`src/rtl/serial_sub_pkg.sv`:
```
// Shared types and helpers for the digit-serial subtractor.
// Holds the FSM state encoding and the digit-count derivation used by the top.
package serial_sub_pkg;

    typedef enum logic [1:0] {
        ST_IDLE = 2'd0,
        ST_RUN  = 2'd1,
        ST_DONE = 2'd2
    } state_t;

    localparam int WIDTH_DEFAULT = 8;
    localparam int DIGIT_DEFAULT = 1;
    localparam int N_DEFAULT     = WIDTH_DEFAULT / DIGIT_DEFAULT;

    function automatic int num_digits(input int width, input int digit);
        return width / digit;
    endfunction

    // A one-digit operation still needs a 1-bit counter.
    function automatic int cnt_bits(input int n);
        return (n > 1) ? $clog2(n) : 1;
    endfunction

endpackage

```
`src/rtl/serial_subtractor_digit.sv`:
```
// DIGIT-bit combinational ripple of full-subtractor cells.
// Borrow ripples LSB to MSB; o_borrow is the borrow out of the top cell.
module digit_subtractor #(
    parameter int DIGIT = 1
) (
    input  logic [DIGIT-1:0] i_a,
    input  logic [DIGIT-1:0] i_b,
    input  logic             i_borrow,
    output logic [DIGIT-1:0] o_diff,
    output logic             o_borrow
);

    logic [DIGIT:0] w_chain;

    assign w_chain[0] = i_borrow;

    for (genvar k = 0; k < DIGIT; k++) begin : g_cell
        assign o_diff[k]     = i_a[k] ^ i_b[k] ^ w_chain[k];
        assign w_chain[k+1]  = (~i_a[k] & i_b[k]) | (~(i_a[k] ^ i_b[k]) & w_chain[k]);
    end

    assign o_borrow = w_chain[DIGIT];

endmodule

```
`src/rtl/serial_subtractor.sv`:
```
// Digit-serial subtractor: diff = a - b - borrow_in, DIGIT bits per cycle, LSB first.
// Results are published only on entry to DONE and held until the next DONE or reset.
module serial_subtractor
    import serial_sub_pkg::*;
#(
    parameter int WIDTH = WIDTH_DEFAULT,
    parameter int DIGIT = DIGIT_DEFAULT
) (
    input  logic             clk,
    input  logic             rst,
    input  logic             start,
    input  logic [WIDTH-1:0] a,
    input  logic [WIDTH-1:0] b,
    input  logic             borrow_in,
    output logic             busy,
    output logic             done,
    output logic [WIDTH-1:0] diff,
    output logic             borrow_out,
    output logic             zero,
    output logic             overflow,
    output logic [1:0]       dbg_state
);

    localparam int N     = num_digits(WIDTH, DIGIT);
    localparam int CNT_W = cnt_bits(N);
    localparam logic [CNT_W-1:0] LAST = CNT_W'(N - 1);

    if (((WIDTH % DIGIT) != 0) || (WIDTH < 2)) begin : g_bad_params
        $error("serial_subtractor: WIDTH must be >= 2 and a multiple of DIGIT");
    end

    state_t             r_state;
    state_t             w_next;
    logic               w_accept;
    logic               w_last;
    logic [CNT_W-1:0]   r_cnt;
    logic [WIDTH-1:0]   r_a_sh;
    logic [WIDTH-1:0]   r_b_sh;
    logic               r_borrow;
    logic [WIDTH-1:0]   r_acc;
    logic               r_a_msb;
    logic               r_b_msb;
    logic [WIDTH-1:0]   r_diff;
    logic               r_borrow_out;
    logic               r_zero;
    logic               r_overflow;
    logic [DIGIT-1:0]   w_d;
    logic               w_borrow;
    logic [WIDTH-1:0]   w_acc_next;

    digit_subtractor #(.DIGIT(DIGIT)) u_digit (
        .i_a      (r_a_sh[DIGIT-1:0]),
        .i_b      (r_b_sh[DIGIT-1:0]),
        .i_borrow (r_borrow),
        .o_diff   (w_d),
        .o_borrow (w_borrow)
    );

    // New digit enters at the top; after N digits the LSB digit sits at bit 0.
    assign w_acc_next = (r_acc >> DIGIT) | (WIDTH'(w_d) << (WIDTH - DIGIT));
    assign w_last     = (r_state == ST_RUN) && (r_cnt == LAST);

    always_ff @(posedge clk or posedge rst) begin
        if (rst) r_state <= ST_IDLE;
        else     r_state <= w_next;
    end

    always_comb begin
        w_next   = r_state;
        w_accept = 1'b0;
        busy     = 1'b0;
        done     = 1'b0;
        case (r_state)
            ST_IDLE: begin
                if (start) begin
                    w_accept = 1'b1;
                    w_next   = ST_RUN;
                end
            end
            ST_RUN: begin
                busy = 1'b1;
                if (r_cnt == LAST) w_next = ST_DONE;
            end
            ST_DONE: begin
                done = 1'b1;
                if (start) begin
                    w_accept = 1'b1;
                    w_next   = ST_RUN;
                end else begin
                    w_next = ST_IDLE;
                end
            end
            default: w_next = ST_IDLE;
        endcase
    end

    always_ff @(posedge clk or posedge rst) begin
        if (rst) begin
            r_cnt        <= '0;
            r_a_sh       <= '0;
            r_b_sh       <= '0;
            r_borrow     <= 1'b0;
            r_acc        <= '0;
            r_a_msb      <= 1'b0;
            r_b_msb      <= 1'b0;
            r_diff       <= '0;
            r_borrow_out <= 1'b0;
            r_zero       <= 1'b0;
            r_overflow   <= 1'b0;
        end else if (w_accept) begin
            r_cnt    <= '0;
            r_a_sh   <= a;
            r_b_sh   <= b;
            r_borrow <= borrow_in;
            r_acc    <= '0;
            r_a_msb  <= a[WIDTH-1];
            r_b_msb  <= b[WIDTH-1];
        end else if (r_state == ST_RUN) begin
            r_cnt    <= r_cnt + 1'b1;
            r_a_sh   <= r_a_sh >> DIGIT;
            r_b_sh   <= r_b_sh >> DIGIT;
            r_borrow <= w_borrow;
            r_acc    <= w_acc_next;
            if (w_last) begin
                r_diff       <= w_acc_next;
                r_borrow_out <= w_borrow;
                r_zero       <= (w_acc_next == '0);
                r_overflow   <= (r_a_msb != r_b_msb) && (w_acc_next[WIDTH-1] != r_a_msb);
            end
        end
    end

    assign diff       = r_diff;
    assign borrow_out = r_borrow_out;
    assign zero       = r_zero;
    assign overflow   = r_overflow;
    assign dbg_state  = r_state;

endmodule

```
`config.mk`:
```
export PLATFORM = sky130hd
export DESIGN_NAME = serial_subtractor
export DESIGN_NICKNAME = d
export VERILOG_FILES = /design/src/rtl/serial_sub_pkg.sv /design/src/rtl/serial_subtractor_digit.sv /design/src/rtl/serial_subtractor.sv
export SDC_FILE = /design/constraint.sdc
export NUM_CORES = 1
export LEC_CHECK = 0
export CAP_MARGIN = 10
export CELL_PAD_IN_SITES_DETAIL_PLACEMENT = 1
export CELL_PAD_IN_SITES_GLOBAL_PLACEMENT = 2
export CORE_ASPECT_RATIO = 0.8
export CORE_UTILIZATION = 30
export CTS_BUF_LIST = sky130_fd_sc_hd__clkbuf_4 sky130_fd_sc_hd__clkbuf_8
export CTS_CLUSTER_DIAMETER = 100
export DETAILED_ROUTE_END_ITERATION = 8
export GPL_TIMING_DRIVEN = 0
export PLACE_DENSITY_LB_ADDON = 0.1
export SLEW_MARGIN = 20
export SYNTH_ARGS = -nofsm -noshare
export SYNTH_HDL_FRONTEND = slang
export SYNTH_SLANG_ARGS = --single-unit
```
`constraint.sdc`:
```
create_clock -name clk -period 2.64 [get_ports clk]
set_input_delay 0.264 -clock clk [delete_from_list [all_inputs] [get_ports clk]]
set_output_delay 0.264 -clock clk [all_outputs]
set_load 0.02 [all_outputs]
```
==> reports/qor.yml, run 1 <==
clkTransAtPathRegs_ns: 0.07
finalNetCount: 195
r2r_setup_slack_ns: 0.93
h-tree-depth: 2
io_buffers: 34
ir_drop_uv: 420.7
final.min_clock_period_ns: 2.252
vias_per_cell: 4.760
cp_max_fo: 10
crit_type: "reg2out"
cp-start-kind: "flop"
timing.rr.start: "r_cnt[0]"
grt_pass1_wl_um: 6548
synth.top_cells.by_area: "dfrtp_1, a22o_1, mux2_2, a21o_1, fa_1"
p_int_mw: 1.823
power.leakage_nw: 1.096
cts_buffers: 5
drt_iter0_drc: 48
avgRoutedWirePerCell_um: 15.27
critPathArrivalTime_ns: 1.99
rsz0062_at_grt: "false"
ys_seq_elements: 42
p_sw_share_pct: 36.23
rows: 24
final_antenna_net_count: 0
syn_inst: 129
cts_tree: "yes"
finalSetupTns_ns: 0
start_util_pct: 31.67
dp_hpwl_um: 2815
final_cells: 250
synth.distinct_cells: 26
grt_start_max_net_pins: 23
reg2reg_to: "diff[1]"
gp_congestion: 0.7058
drv_slew: 0
ys_seq_area_share_pct: 59.74
cp_cell_sequence: "nand2b_2, inv_4, buf_2, clkdlybuf4s50_1"
yosysTopAreaCell: "dfrtp_1"
ios: 35
netlist_area_mm2: 0.001759
final-hold-violation-count: 0
core_mm2: 0.005555
crit_required_ns: 2.38
power_frac_seq_pct: 40.0
skew_ns: 0.006629
post-place-cells: 242
routed_wirelength_um: 3817
slew_headroom_pct: 64.37
dr_total_vias: 1190
status: "finished, final reports clean"
synthToLayoutAreaGrowth_pct: 31.86
diodes: 0
maxCapViolCount: 0
cts.sinks: 42
post_cts_buffers: 0
end_kind: "output port"
tightestPinTransition_ns: 0.5336
cp_slowest_stage_delay_ns: 0.64
antenna_found_initial: 0
hp-class: "in2async"
grt_pass1_vias: 1268
die_h_um: 70.49
fp.dieW_um: 87.62
first_pass_iters: 4
ctsResizeCount: 0
clock_latency_ns: 0.29
drc_errors: 0
finalCritPeriodShare_pct: 85.29
layout-drive-gt1-share_pct: 19.19
synth_nets: 153
fp.dieArea_mm2: 0.006176
combPwrFrac_pct: 44.8
netlist.area_leader.share_pct: 59.74
synth-warning-count: 0
r2r_cells: 5
syn_avg_cell_area_um2: 13.64
power.density_mw_per_mm2: 1232
cts_buffer_depth: 2
clockPowerShare_pct: 15.2
grt-ovfl-total: 0
fmax_mhz: 444.1
cts.hold.buffers_added: 0
grt_usage_pct: 14.44
slowest_stage: "clkdlybuf4s50_1"
cts_root_buf: "clkbuf_8"
switching_power_mw: 1.035
finalSetupViolCount: 0
[power groups by stage]
stage               registers (mW)  clock network [mW]  logic (mW)
global placement              1.14                   0        1.26
floorplan                     1.20                   0       0.775
CTS                           1.15               0.453        1.30
global route                  1.19               0.482        1.41
detailed placement            1.16                   0        1.30
finish                        1.14               0.434        1.28
[per-layer routing]
layer,GRT usage (%),vias up,share of wire (%)
met3,3.546,7,4.3
met4,5.464,0,1.7
met1,21.60,602,50
li1,-,554,-
met2,19.88,27,44
met5,0,-,0
[stage by stage]
stage | area, um^2 | setup WS (ns) | total power, mW | util [%] | hold WS [ns]
after floorplan | 1759 | 1.101 | 1.979 | - | 0.4037
after global placement | 2197 | 0.5098 | 2.398 | 39.55 | 0.4584
after detailed placement | 2225 | 0.6957 | 2.454 | 40.04 | 0.4654
after CTS | 2320 | 0.3635 | 2.902 | 41.76 | 0.3452
after global routing | 2320 | 0.3204 | 3.083 | 41.76 | 0.3808
final | 2320 | 0.3882 | 2.858 | 41.76 | 0.3357
[how the worst max path moves through the flow]
stage	startpoint	endpoint	slack (ns)	cells after the start
floorplan	r_cnt[0]	diff[0]	1.10	5
global placement	rst	zero	0.51	2
detailed placement	dbg_state[1]	busy	0.70	4
CTS	dbg_state[1]	busy	0.36	4
global route	dbg_state[1]	busy	0.32	4
finish	dbg_state[1]	busy	0.39	4
[cell usage in the layout (no fill, tap or decap), types with 2 or more instances in the layout]
cell / netlist / final
a21o_1: 12 / 12
nor3_1: 2 / 2
clkbuf_8: 0 / 6
dfrtp_1: 42 / 42
inv_1: 5 / 4
fa_1: 2 / 2
nand2_1: 4 / 4
a22o_1: 22 / 22
nor4_1: 2 / 2
nor2b_1: 2 / 2
buf_2: 5 / 5
a221o_1: 3 / 3
mux2_2: 11 / 11
ha_1: 2 / 2
clkdlybuf4s50_1: 0 / 34
o21ai_0: 3 / 3
[final cells by class]
cell class	instances	area (um^2)
clock inverters	1	5.005
inverters	6	25.02
repair buffers	35	367.9
well taps	78	97.59
clock buffers	7	90.09
plain buffers	7	43.79
fillers	584	3236
multi-input cells	74	639.4
flip-flops and latches	42	1051
[state kept, by name (all words and copies together), names as in the netlist]
name and count:
overflow 1, zero 1, r_a_msb 1, r_cnt 3, r_borrow 1, borrow_out 1
r_acc 7, diff 8, dbg_state 2, r_a_sh 8, r_b_msb 1, r_b_sh 8
[synth_stat cells]
| library cell | n |
|---|---|
| a21o_1 | 12 |
| a21oi_1 | 1 |
| a221o_1 | 3 |
| a22o_1 | 22 |
| buf_2 | 5 |
| buf_4 | 1 |
| buf_6 | 1 |
| dfrtp_1 | 42 |
| fa_1 | 2 |
| ha_1 | 2 |
| inv_1 | 5 |
| inv_4 | 1 |
| mux2_2 | 11 |
| nand2_1 | 4 |
| nand2b_2 | 1 |
| nand3b_2 | 1 |
| nor2_1 | 1 |
| nor2_4 | 1 |
| nor2b_1 | 2 |
| nor2b_2 | 1 |
| nor3_1 | 2 |
| nor3b_1 | 1 |
| nor4_1 | 2 |
| o21ai_0 | 3 |
| o21bai_1 | 1 |
| o2bb2ai_1 | 1 |
[critical path: cells and delay by family, from the launching register on]
kind | cells | cell delay (ns)
DFF | 1 | 0.41
buffers and inverters | 3 | 1.04
and+or+nand+nor | 1 | 0.25
[cells by family after synthesis]
| logic type | synth area share (%) |
|---|---|
| simple gates | 5.761 |
| buf+inv | 3.912 |
| flops | 59.74 |
| fa+ha+maj | 3.698 |
| compound gates | 19.84 |
| mux | 7.041 |
Note: power is estimated with default switching activity, not from simulation.
==> run 2: changes to the inputs <==
Settings changed: CORE_ASPECT_RATIO 0.8 to 1.1, GPL_ROUTABILITY_DRIVEN from default to 0.
==> run 2 against run 1 <==
Final cell count down 1.6%. Power down 2.0%. Clock skew down 0.0030 ns. Die area about the same. Design area down 0.97%. Setup slack better by 0.032 ns. Clock power down 6.7%. Sequential power about the same. Non-clock buffer count unchanged. Utilization about the same. Clock-buffer cell count unchanged.
==> reports/qor.yml, run 2 (synthesis gave the netlist of run 1 again) <==
power_frac_seq_pct: 40.5
final_antenna_net_count: 0
cts_root_buf: "clkbuf_8"
dp_hpwl_um: 2680
fp.dieW_um: 75.01
synthToLayoutAreaGrowth_pct: 30.58
finalSetupViolCount: 0
end_kind: "output port"
maxCapViolCount: 0
final_cell_mix: "dfrtp_1, clkdlybuf4s50_1, a22o_1"
total_power_mw: 2.802
status: "finished, final reports clean"
final.min_clock_period_ns: 2.220
switching_power_mw: 1.000
finalCritPeriodShare_pct: 84.08
r2r_cells: 5
hp-class: "in2async"
rows: 28
grt_usage_pct: 13.97
final_common_cell: "dfrtp_1"
ios: 35
first_pass_iters: 4
crit_required_ns: 2.38
cp_cell_sequence: "nand2b_2, inv_4, buf_2, clkdlybuf4s50_1"
vias_per_cell: 4.780
clock_latency_ns: 0.29
fp.dieArea_mm2: 0.006174
routed_wirelength_um: 3584
grt_pass1_wl_um: 6285
tightestPinTransition_ns: 0.4085
grt_pass1_vias: 1343
power.leakage_nw: 1.086
final-hold-violation-count: 0
avgRoutedWirePerCell_um: 14.57
antenna_found_initial: 0
drc_errors: 0
cts_buffer_depth: 2
cp_max_fo: 10
combPwrFrac_pct: 45.0
start_util_pct: 31.98
cts.hold.buffers_added: 0
drv_slew: 0
cts_buffers: 5
post_cts_buffers: 0
rsz0062_at_grt: "false"
finalNetCount: 195
power.density_mw_per_mm2: 1220
dr_total_vias: 1176
diodes: 0
h-tree-depth: 2
p_sw_share_pct: 35.69
ir_drop_uv: 332.0
finalSetupTns_ns: 0
cp-start-kind: "flop"
die_h_um: 82.32
fmax_mhz: 450.5
layout-drive-gt1-share_pct: 18.71
critPathArrivalTime_ns: 1.96
cts_tree: "yes"
skew_ns: 0.003600
slowest_stage: "clkdlybuf4s50_1"
io_buffers: 34
drt_iter0_drc: 38
clockPowerShare_pct: 14.5
slew_headroom_pct: 72.73
ctsResizeCount: 0
grt-ovfl-total: 0
crit_type: "reg2out"
grt_start_max_net_pins: 26
timing.rr.start: "r_cnt[0]"
core_mm2: 0.005500
r2r_setup_slack_ns: 0.93
cts.sinks: 42
clkTransAtPathRegs_ns: 0.07
reg2reg_to: "diff[7]"
cp_slowest_stage_delay_ns: 0.64
p_int_mw: 1.802
-- run 2: cell count changes in the layout (fill, tap and decap cells not counted), sizes merged --
cell	previous run	this run
clkinv	1	0
-- run 2: metal layers --
metal  track usage [%]  vias up  wire, um
met5                 0        -         0
met4             5.660        0        55
met3             4.005        6       157
met2             24.14       28      1881
met1             16.15      587      1490
li1                  -      555         -
-- run 2: power by group through the flow --
stage               Sequential [mW]  Clock, mW  Combinational, mW
floorplan                      1.20          0              0.775
global placement               1.14          0               1.25
detailed placement             1.15          0               1.29
CTS                            1.14      0.430               1.29
global route                   1.18      0.451               1.40
finish                         1.13      0.405               1.26
-- run 2: critical path, delay by kind of cell, from the launching register on --
kind                   cells  cell delay [ns]
DFF                        1             0.40
buffers and inverters      3             1.03
and+or+nand+nor            1             0.24
-- run 2: cell type report --
cell class                 instances  area (um^2)
buffer                             7        43.79
timing repair buffer              35        360.3
inverter                           6        25.02
tap                               75        93.84
fill                             602         3203
clock buffer                       7        83.83
multi-input combinational         74        639.4
sequential                        42         1051
-- run 2: worst max path at each step --
stage	slack [ns]	endpoint	start
floorplan	1.10	diff[0]	r_cnt[0]
global placement	0.49	zero	rst
detailed placement	0.72	busy	dbg_state[1]
CTS	0.38	busy	dbg_state[1]
global route	0.32	busy	dbg_state[1]
finish	0.42	busy	dbg_state[1]
-- run 2: stage by stage --
stage	std cells	cell area, um^2	util, %	hold WS [ns]	worst slack [ns]
final	246	2297	41.77	0.2777	0.4203
after global routing	246	2297	41.77	0.3057	0.3162
after CTS	246	2297	41.77	0.2730	0.3834
after detailed placement	239	2213	40.24	0.4695	0.7200
after global placement	238	2193	39.88	0.4607	0.4929
after floorplan	129	1759	-	0.4037	1.101
==> run 3: changes to the inputs <==
Clock period 2.64 ns to 1.9 ns, I/O delays scaled along.
==> run 3 against run 2 <==
Die area is the same. Clock-buffer cell count unchanged. Sequential power grew 40%. Worst hold slack lost 0.074 ns. Clock skew is the same. Critical path depth is the same. Register-to-register slack got worse by 0.74 ns. Final cell count is the same. Setup slack got worse by 0.23 ns. Power rose by 38%. Sequential share of layout area increased by 0.10 points. Largest power group unchanged.
==> reports/qor.yml, run 3 (synthesis gave the netlist of run 1 again) <==
timing.rr.start: "r_cnt[0]"
grt_pass1_vias: 1343
p_int_mw: 2.491
post-place-cells: 239
power.leakage_nw: 1.086
clock_latency_ns: 0.29
fin_area_mm2: 0.002292
final_common_cell: "dfrtp_1"
multi_input_area_um2: 639.4
routed_wirelength_um: 3585
reg2reg_to: "diff[7]"
skew_ns: 0.003600
status: "finished, final reports clean"
antenna_found_initial: 0
grt-ovfl-total: 0
cts.hold.buffers_added: 0
total_power_mw: 3.880
dpl-instance-area_mm2: 0.002213
fp.dieW_um: 75.01
cp_max_fo: 10
avgRoutedWirePerCell_um: 14.57
die_h_um: 82.32
cts_buffer_depth: 2
post_cts_buffers: 0
power_frac_seq_pct: 40.6
cts.sinks: 42
cp-start-kind: "flop"
cp_slowest_stage_delay_ns: 0.40
crit_start: "dbg_state[1]"
io_buffers: 34
final-hold-violation-count: 0
finalSetupTns_ns: 0
crit_type: "reg2out"
final_cell_mix: "dfrtp_1, clkdlybuf4s50_1, a22o_1"
cts_root_buf: "clkbuf_8"
vias_per_cell: 4.776
final_cells: 246
drv_slew: 0
switching_power_mw: 1.389
nFillCells: 603
cp_num_buf_inv: 3
h-tree-depth: 2
maxCapViolCount: 0
slowest_stage: "dfrtp_1"
cts_buffers: 5
ir_drop_uv: 461.1
cp-endpoint: "busy"
crit_cells: 4
cts_tree: "yes"
dr_total_vias: 1175
finalSetupViolCount: 0
critPathArrivalTime_ns: 1.52
core_mm2: 0.005500
layout-drive-gt1-share_pct: 19.30
combPwrFrac_pct: 44.9
fp.dieArea_mm2: 0.006174
rows: 28
power.density_mw_per_mm2: 1693
end_kind: "output port"
first_pass_iters: 4
cp_cell_sequence: "nand2b_2, inv_4, buf_2, clkbuf_2"
grt_start_max_net_pins: 26
seqCellArea_mm2: 0.001051
dp_hpwl_um: 2680
grt_pass1_wl_um: 6285
synthToLayoutAreaGrowth_pct: 30.30
tightestPinTransition_ns: 0.4085
r2r_setup_slack_ns: 0.19
r2r_cells: 5
p_sw_share_pct: 35.79
diodes: 0
hp-class: "in2async"
grt_usage_pct: 13.97
drc_errors: 0
slew_headroom_pct: 72.73
clkTransAtPathRegs_ns: 0.07
drt_iter0_drc: 38
ctsResizeCount: 2
rsz0062_at_grt: "false"
final.min_clock_period_ns: 1.711
clockPowerShare_pct: 14.5
ios: 35
crit_required_ns: 1.71
finalNetCount: 195
crit_family: "buffers and inverters"
start_util_pct: 31.98
finalCritPeriodShare_pct: 90.04
final_antenna_net_count: 0
fmax_mhz: 584.5
-- run 3: changes by cell type in the layout (fill, tap and decap cells not counted), sizes merged --
cell	delta
clkdlybuf4s50	-1
clkbuf	+1
-- run 3: power by group through the flow --
stage          combinational [mW]  clock [mW]  sequential, mW
3_5_place_dp                 1.79           0            1.60
6_report                     1.74       0.563            1.58
2_1_floorplan                1.08           0            1.67
4_1_cts                      1.79       0.598            1.58
3_3_place_gp                 1.74           0            1.58
5_1_grt                      1.93       0.626            1.65
-- run 3: stage by stage --
stage                     hold WS, ns  util [%]  worst slack [ns]
after floorplan                0.3297         -            0.3606
after global placement         0.4607     39.88           -0.1731
after detailed placement       0.4695     40.24           0.05396
final                          0.2037     41.67            0.1893
after global routing           0.2317     41.67           0.06191
after CTS                      0.1990     41.77           0.02366
-- run 3: worst reg2reg max path, cell delays in order, from the launching register on --
cell and delay, ns:
dfrtp_1 0.39, ha_1 0.21, ha_1 0.21, nand3b_2 0.17, buf_2 0.27, mux2_2 0.36
-- run 3: how the worst min path moves through the flow --
stage,to,slack [ns],depth (start not counted)
after floorplan,r_a_sh[7],0.33,1
after global placement,r_a_sh[3],0.46,1
after detailed placement,r_a_sh[5],0.47,1
after CTS,r_a_sh[4],0.20,2
after global routing,r_a_sh[4],0.23,2
final,r_a_sh[4],0.20,2
-- run 3: metal layers --
metal	track usage, %	wire [um]	vias to the layer above
met3	4.005	157	6
li1	-	-	554
met1	16.15	1490	587
met5	0	0	-
met4	5.660	55	0
met2	24.14	1882	28
-- run 3: cell type report --
class                   count  share of cell area (%)
repair buffers             35                   15.50
plain buffers               7                   1.910
flip-flops and latches     42                   45.85
multi-input cells          74                   27.89
clock buffers               7                   3.657
well taps                  75                   4.094
inverters                   6                   1.092
